$ cat src/rtl/usb_rx_phy_ms.sv
// rtl/usb_rx_phy_ms.sv - multi-speed USB 1.1 receive PHY (DPLL, NRZI, unstuff, SYNC/EOP)
module usb_rx_phy_ms #(
    parameter int unsigned C_clk_input_hz = 48000000,
    parameter int unsigned C_PA_bits      = 10,
    parameter int unsigned C_PA_inc_fs    = 32'((64'd1 << C_PA_bits) * 64'd12000000 / 64'(C_clk_input_hz)),
    parameter int unsigned C_PA_inc_ls    = 32'((64'd1 << C_PA_bits) * 64'd1500000 / 64'(C_clk_input_hz))
) (
    input  logic       clk,
    input  logic       reset,
    input  logic       speed_low,
    input  logic       usb_dif,
    input  logic       usb_dp,
    input  logic       usb_dn,
    input  logic       rx_en,
    output logic [1:0] linestate,
    output logic       clk_recovered_edge,
    output logic       rx_active,
    output logic       valid,
    output logic [7:0] data,
    output logic       rx_error,
    output logic       eop
);

    if (C_clk_input_hz < 48000000) begin : g_clk_check
        $error("usb_rx_phy_ms: C_clk_input_hz must be at least 48 MHz");
    end

    localparam int                   MSB    = C_PA_bits - 1;
    localparam logic [C_PA_bits-1:0] INC_FS = C_PA_bits'(C_PA_inc_fs);
    localparam logic [C_PA_bits-1:0] INC_LS = C_PA_bits'(C_PA_inc_ls);

    typedef enum logic [1:0] {S_IDLE, S_DATA, S_DRAIN} state_t;

    logic dif_m, dif_s, dif_q, dp_m, dp_s, dn_m, dn_s;

    always_ff @(posedge clk) begin
        if (reset) begin
            {dif_m, dif_s, dif_q, dp_m, dp_s, dn_m, dn_s} <= '0;
        end else begin
            dif_m <= usb_dif;
            dif_s <= dif_m;
            dif_q <= dif_s;
            dp_m  <= usb_dp;
            dp_s  <= dp_m;
            dn_m  <= usb_dn;
            dn_s  <= dn_m;
        end
    end

    assign linestate = {dn_s, dp_s};

    state_t               state, state_n;
    logic [C_PA_bits-1:0] pa_q, pa_next, inc;
    logic                 edge_q, prev_line, speed_q;
    logic [6:0]           hist, shift_q;
    logic [3:0]           fill;
    logic [2:0]           bitcnt, stuff_cnt;
    logic [7:0]           data_q, byte_next;
    logic                 valid_q, eop_q, err_q;
    logic                 se0, realign, strobe, nrzi_bit, is_stuff, sync_hit;
    logic                 take_bit, byte_done, set_eop, set_err;

    assign se0       = ~dp_s & ~dn_s;
    assign inc       = speed_q ? INC_LS : INC_FS;
    // Any data-line edge re-centres the sampling phase; SE0 edges are ignored.
    assign realign   = (dif_s != dif_q) && !se0;
    assign pa_next   = realign ? '0 : pa_q + inc;
    assign strobe    = pa_next[MSB] & ~pa_q[MSB];
    assign nrzi_bit  = (dif_s == prev_line);
    assign is_stuff  = (stuff_cnt == 3'd6);
    assign sync_hit  = (hist == 7'd0) && nrzi_bit && (fill >= 4'd7);
    assign byte_next = {nrzi_bit, shift_q};

    always_comb begin
        state_n   = state;
        take_bit  = 1'b0;
        byte_done = 1'b0;
        set_eop   = 1'b0;
        set_err   = 1'b0;
        case (state)
            S_IDLE: begin
                if (strobe && sync_hit)
                    state_n = S_DATA;
            end
            S_DATA: begin
                if (strobe) begin
                    if (se0) begin
                        state_n = S_IDLE;
                        if (bitcnt == 3'd0)
                            set_eop = 1'b1;
                        else
                            set_err = 1'b1;
                    end else if (is_stuff) begin
                        if (nrzi_bit) begin
                            set_err = 1'b1;
                            state_n = S_DRAIN;
                        end
                    end else begin
                        take_bit  = 1'b1;
                        byte_done = (bitcnt == 3'd7);
                    end
                end
            end
            S_DRAIN: begin
                if (strobe && se0)
                    state_n = S_IDLE;
            end
            default: state_n = S_IDLE;
        endcase
    end

    always_ff @(posedge clk) begin
        if (reset || !rx_en) begin
            state     <= S_IDLE;
            pa_q      <= '0;
            edge_q    <= 1'b0;
            prev_line <= 1'b0;
            speed_q   <= 1'b0;
            hist      <= '0;
            fill      <= '0;
            shift_q   <= '0;
            bitcnt    <= '0;
            stuff_cnt <= '0;
            data_q    <= '0;
            valid_q   <= 1'b0;
            eop_q     <= 1'b0;
            err_q     <= 1'b0;
        end else begin
            state   <= state_n;
            pa_q    <= pa_next;
            edge_q  <= strobe;
            valid_q <= byte_done;
            eop_q   <= set_eop;
            err_q   <= set_err;
            if (strobe)
                prev_line <= dif_s;
            if (state == S_IDLE) begin
                speed_q   <= speed_low;
                bitcnt    <= '0;
                stuff_cnt <= '0;
                if (strobe) begin
                    hist <= {nrzi_bit, hist[6:1]};
                    if (fill != 4'd8)
                        fill <= fill + 4'd1;
                end
            end else begin
                fill <= '0;
            end
            if (state == S_DATA && strobe && !se0) begin
                if (is_stuff)
                    stuff_cnt <= '0;
                else
                    stuff_cnt <= nrzi_bit ? stuff_cnt + 3'd1 : 3'd0;
            end
            if (take_bit) begin
                shift_q <= byte_next[7:1];
                bitcnt  <= bitcnt + 3'd1;
                if (byte_done)
                    data_q <= byte_next;
            end
        end
    end

    assign clk_recovered_edge = edge_q;
    assign rx_active          = (state == S_DATA);
    assign valid              = valid_q;
    assign data               = data_q;
    assign rx_error           = err_q;
    assign eop                = eop_q;

endmodule

$ cat config.mk
export PLATFORM = sky130hd
export DESIGN_NAME = usb_rx_phy_ms
export DESIGN_NICKNAME = d
export VERILOG_FILES = /design/src/rtl/usb_rx_phy_ms.sv
export SDC_FILE = /design/constraint.sdc
export NUM_CORES = 1
export LEC_CHECK = 0
export ABC_AREA = 0
export BUFFER_PORTS_ARGS = -buffer_cell sky130_fd_sc_hd__buf_4
export CELL_PAD_IN_SITES_DETAIL_PLACEMENT = 0
export CELL_PAD_IN_SITES_GLOBAL_PLACEMENT = 1
export CORE_ASPECT_RATIO = 1.1
export CORE_UTILIZATION = 44
export CTS_CLUSTER_SIZE = 40
export DETAILED_ROUTE_END_ITERATION = 12
export PLACE_DENSITY = 0.77
export SKIP_LAST_GASP = 1
export SYNTH_ARGS = -nofsm -noshare
export SYNTH_HDL_FRONTEND = slang
export SYNTH_SLANG_ARGS = --single-unit
$ cat constraint.sdc
create_clock -name clk -period 2.95 [get_ports clk]
set_input_delay 0.295 -clock clk [delete_from_list [all_inputs] [get_ports clk]]
set_output_delay 0.295 -clock clk [all_outputs]
set_load 0.01 [all_outputs]
==> flow_summary_export.csv <==
group,metric,value,unit
power_and_ir_drop,finalPower,1.191,mW
clock_tree,post_cts_buffers,0,
detailed_routing,drtIter0Drc,123,
global_routing,grt_pass1_wl,7.590,mm
synth,synthMuxAreaShare,0.004520,
sta,fin_crit_sh,0.7623,
floorplanning,initial_utilization,0.4663,
min_path,hp-class,"input pin to flip-flop",
critical_path,critPathMaxFanout,25,
synth,avgSynthCellArea,8.823,um^2
synth,yosysUniqueCellTypes,38,
detailed_routing,drt-vias-per-instance,5.354,
clock_tree,cts_tree,"yes",
power_and_ir_drop,comb_power_share,0.052,
critical_path,cp.required,3190,ps
layout,fin_util,0.5224,
synth,synth_top_family_by_area,"compound AO/OA/AOI/OAI gates",
synth,syn-cell-area,0.002215,mm^2
run_status,outcome,"complete, no violations",
critical_path,arrival,2490,ps
floorplanning,die_area,0.005321,mm^2
clock_tree,cts_max_path_buffers,2,
layout,nNetsFinal,282,
floorplanning,core,0.004750,mm^2
layout,diodes,0,
detailed_routing,vias,1724,
layout,fill_cells,457,
clock_tree,root_buffer,"clkbuf_8",
synth,ys_warn_count,0,
floorplanning,rows,26,
synth,synthSimpleGateAreaFrac,0.1932,
detailed_routing,drt_first_pass_iters,4,
flow_run,maxCapViolCount,0,
layout,final_cell_mix,"dfxtp_1, a21oi_1, nand3_1, o21ai_0, buf_4",
power_and_ir_drop,p_int,0.9196,mW
sta,final-hold-violation-count,0,
power_and_ir_drop,leakagePower,0.9004,nW
global_routing,grt_pass1_vias,1638,
synth,synth_compound_area_frac,0.1989,
placed_design,place_inst,314,
sta,skew,8.038,ps
layout,layout-drive-gt1-share,0.1466,
critical_path,start_kind,"flip-flop",
power_and_ir_drop,p_switching,0.2716,mW
synth,synth_cells,251,
power_and_ir_drop,swShare,0.2280,
detailed_routing,ant_nets,0,
clock_tree,path_clk_slew,90,ps
clock_tree,clk_latency,300,ps
synth,syn-num-nets,268,
sta,tightest_slew,586.0,ps
clock_tree,cts-buffers-inserted,5,
synth,synth-xor-area-share,0.02712,
detailed_routing,wl_per_cell,13.70,um
power_and_ir_drop,clkPwrFrac,0.348,
layout,area_growth,12.03,%
placed_design,dp_hpwl,2.928,mm
layout,stdcell_count,322,
sta,slew-limit-headroom,0.6093,
detailed_routing,routed_wirelength,4.413,mm
floorplanning,die_w,69.65,um
clock_tree,cts_hold_buf,0,
sta,tns,0,ps
power_and_ir_drop,seqPwrFrac,0.600,
global_routing,grt_max_degree,35,
global_routing,grt_use_total,0.1739,
layout,fin_area,0.002481,mm^2
sta,drv_slew,0,
clock_tree,cts_sinks,52,
power_and_ir_drop,peakVddDrop,0.2445,mV
floorplanning,dieHeight,76.41,um
floorplanning,pin_count,22,
detailed_routing,drc_errors,0,
synth,synth-seq-area-share,0.4701,
global_routing,antenna_found_initial,0,
sta,period_needed,2249,ps
layout,layout_commonest_cell,"dfxtp_1",
synth,ys_ff_latch,52,
global_routing,overflow,0,
placed_design,placed_cell_area,0.002389,mm^2
clock_tree,htree_levels,2,
clock_tree,post_cts_resized,0,
placed_design,place.port_buffers,21,
placed_design,gp_congestion,0.6832,
synth,synth_adder_area_share,0.05650,
sta,rsz0062_at_grt,"false",
critical_path,cp-end-kind,"flip-flop",
sta,finalSetupViolations,0,
sta,max_clock_freq,0.4447,GHz
critical_path,path_class,"flip-flop to flip-flop",
power_and_ir_drop,powerDensity,480.1,mW/mm^2
-- cells by family after synthesis --
kind of cell	after synthesis
AOI/OAI and AO/OA	74
xor gates and xnor gates	6
adders and majority gates	10
buffers and inverters	26
DFF	52
muxes	1
and+or+nand+nor	82
-- worst max-delay path: stages (launching register included) --
cell and delay (ps):
dfxtp_1 360, ha_1 180, ha_1 200, a31oi_2 200
or4_1 560, buf_4 220, or3_1 350, a21oi_1 120
-- power by group through the flow --
stage | logic, mW | clock network (mW) | registers, mW
2_1_floorplan | 0.0433 | 0 | 0.730
3_3_place_gp | 0.0616 | 0 | 0.731
5_1_grt | 0.0695 | 0.455 | 0.716
3_5_place_dp | 0.0619 | 0 | 0.731
6_report | 0.0617 | 0.415 | 0.715
4_1_cts | 0.0622 | 0.427 | 0.715
-- layout make-up --
type                       instances  area [um^2]  area share
sequential                        52         1041      0.4196
timing repair buffer              24        180.2     0.07262
inverter                           9        33.78     0.01362
tap                               56        70.07     0.02824
clock inverter                     2        10.01    0.004034
multi-input combinational        173         1064      0.4286
clock buffer                       6        82.58     0.03328
-- per-stage QoR --
step           hold WS, ps  setup slack [ps]
2_1_floorplan        366.6             907.1
6_report             206.2             701.2
5_1_grt              219.5             546.1
3_3_place_gp         414.9             745.0
3_5_place_dp         428.4             676.6
4_1_cts              199.7             682.0
-- final timing paths --
| check | depth (start not counted) | to | from | slack [ps] |
|---|---|---|---|---|
| hold / removal | 2 | dif_m$_SDFF_PP0_ | usb_dif | 210 |
| hold reg to reg | 1 | dif_s$_SDFF_PP0_ | dif_m$_SDFF_PP0_ | 440 |
| setup reg to reg | 7 | stuff_cnt[1]$_SDFFE_PP0P_ | speed_q$_SDFFE_PP0P_ | 700 |
| setup / recovery | 7 | stuff_cnt[1]$_SDFFE_PP0P_ | speed_q$_SDFFE_PP0P_ | 700 |
-- routing by layer --
| metal | GRT usage | vias to the layer above | routed length (um) |
|---|---|---|---|
| met5 | 0 | - | 0 |
| met4 | 0.05400 | 0 | 27 |
| met1 | 0.2291 | 808 | 2286 |
| met3 | 0.03571 | 2 | 79 |
| met2 | 0.2854 | 13 | 2019 |
| li1 | - | 901 | - |
-- cell usage after synthesis, drive strengths merged --
cell type	instances	area, um^2
dfxtp	52	1041
a21oi	35	175.2
nand3	26	130.1
o21ai	26	130.1
nand2	16	60.06
clkbuf	11	41.29
ha	10	125.1
inv	9	33.78
nor2	8	30.03
nor2b	8	50.05
buf	6	35.03
and2	4	25.02
xor2	4	42.55
a211o	3	26.28
nand2b	3	18.77
nor3	3	15.01
o211ai	3	22.52
or2	3	18.77
or3	3	18.77
a211oi	2	20.02
and3	2	12.51
nor4	2	18.77
xnor2	2	17.52
a2111oi	1	27.53
a31oi	1	12.51
a41o	1	10.01
mux2i	1	10.01
nand4	1	6.260
nor3b	1	7.510
o2111ai	1	8.760
o31ai	1	7.510
or3b	1	8.760
or4	1	7.510
-- sequential cells by signal, indices dropped and copies added, names as in the netlist, 2 cells and up --
| register | cells |
|---|---|
| state | 2 |
| data | 8 |
| hist | 7 |
| pa_q | 5 |
| stuff_cnt | 3 |
| shift_q | 7 |
| fill | 4 |
| bitcnt | 3 |
(Power assumes the default switching activity.)
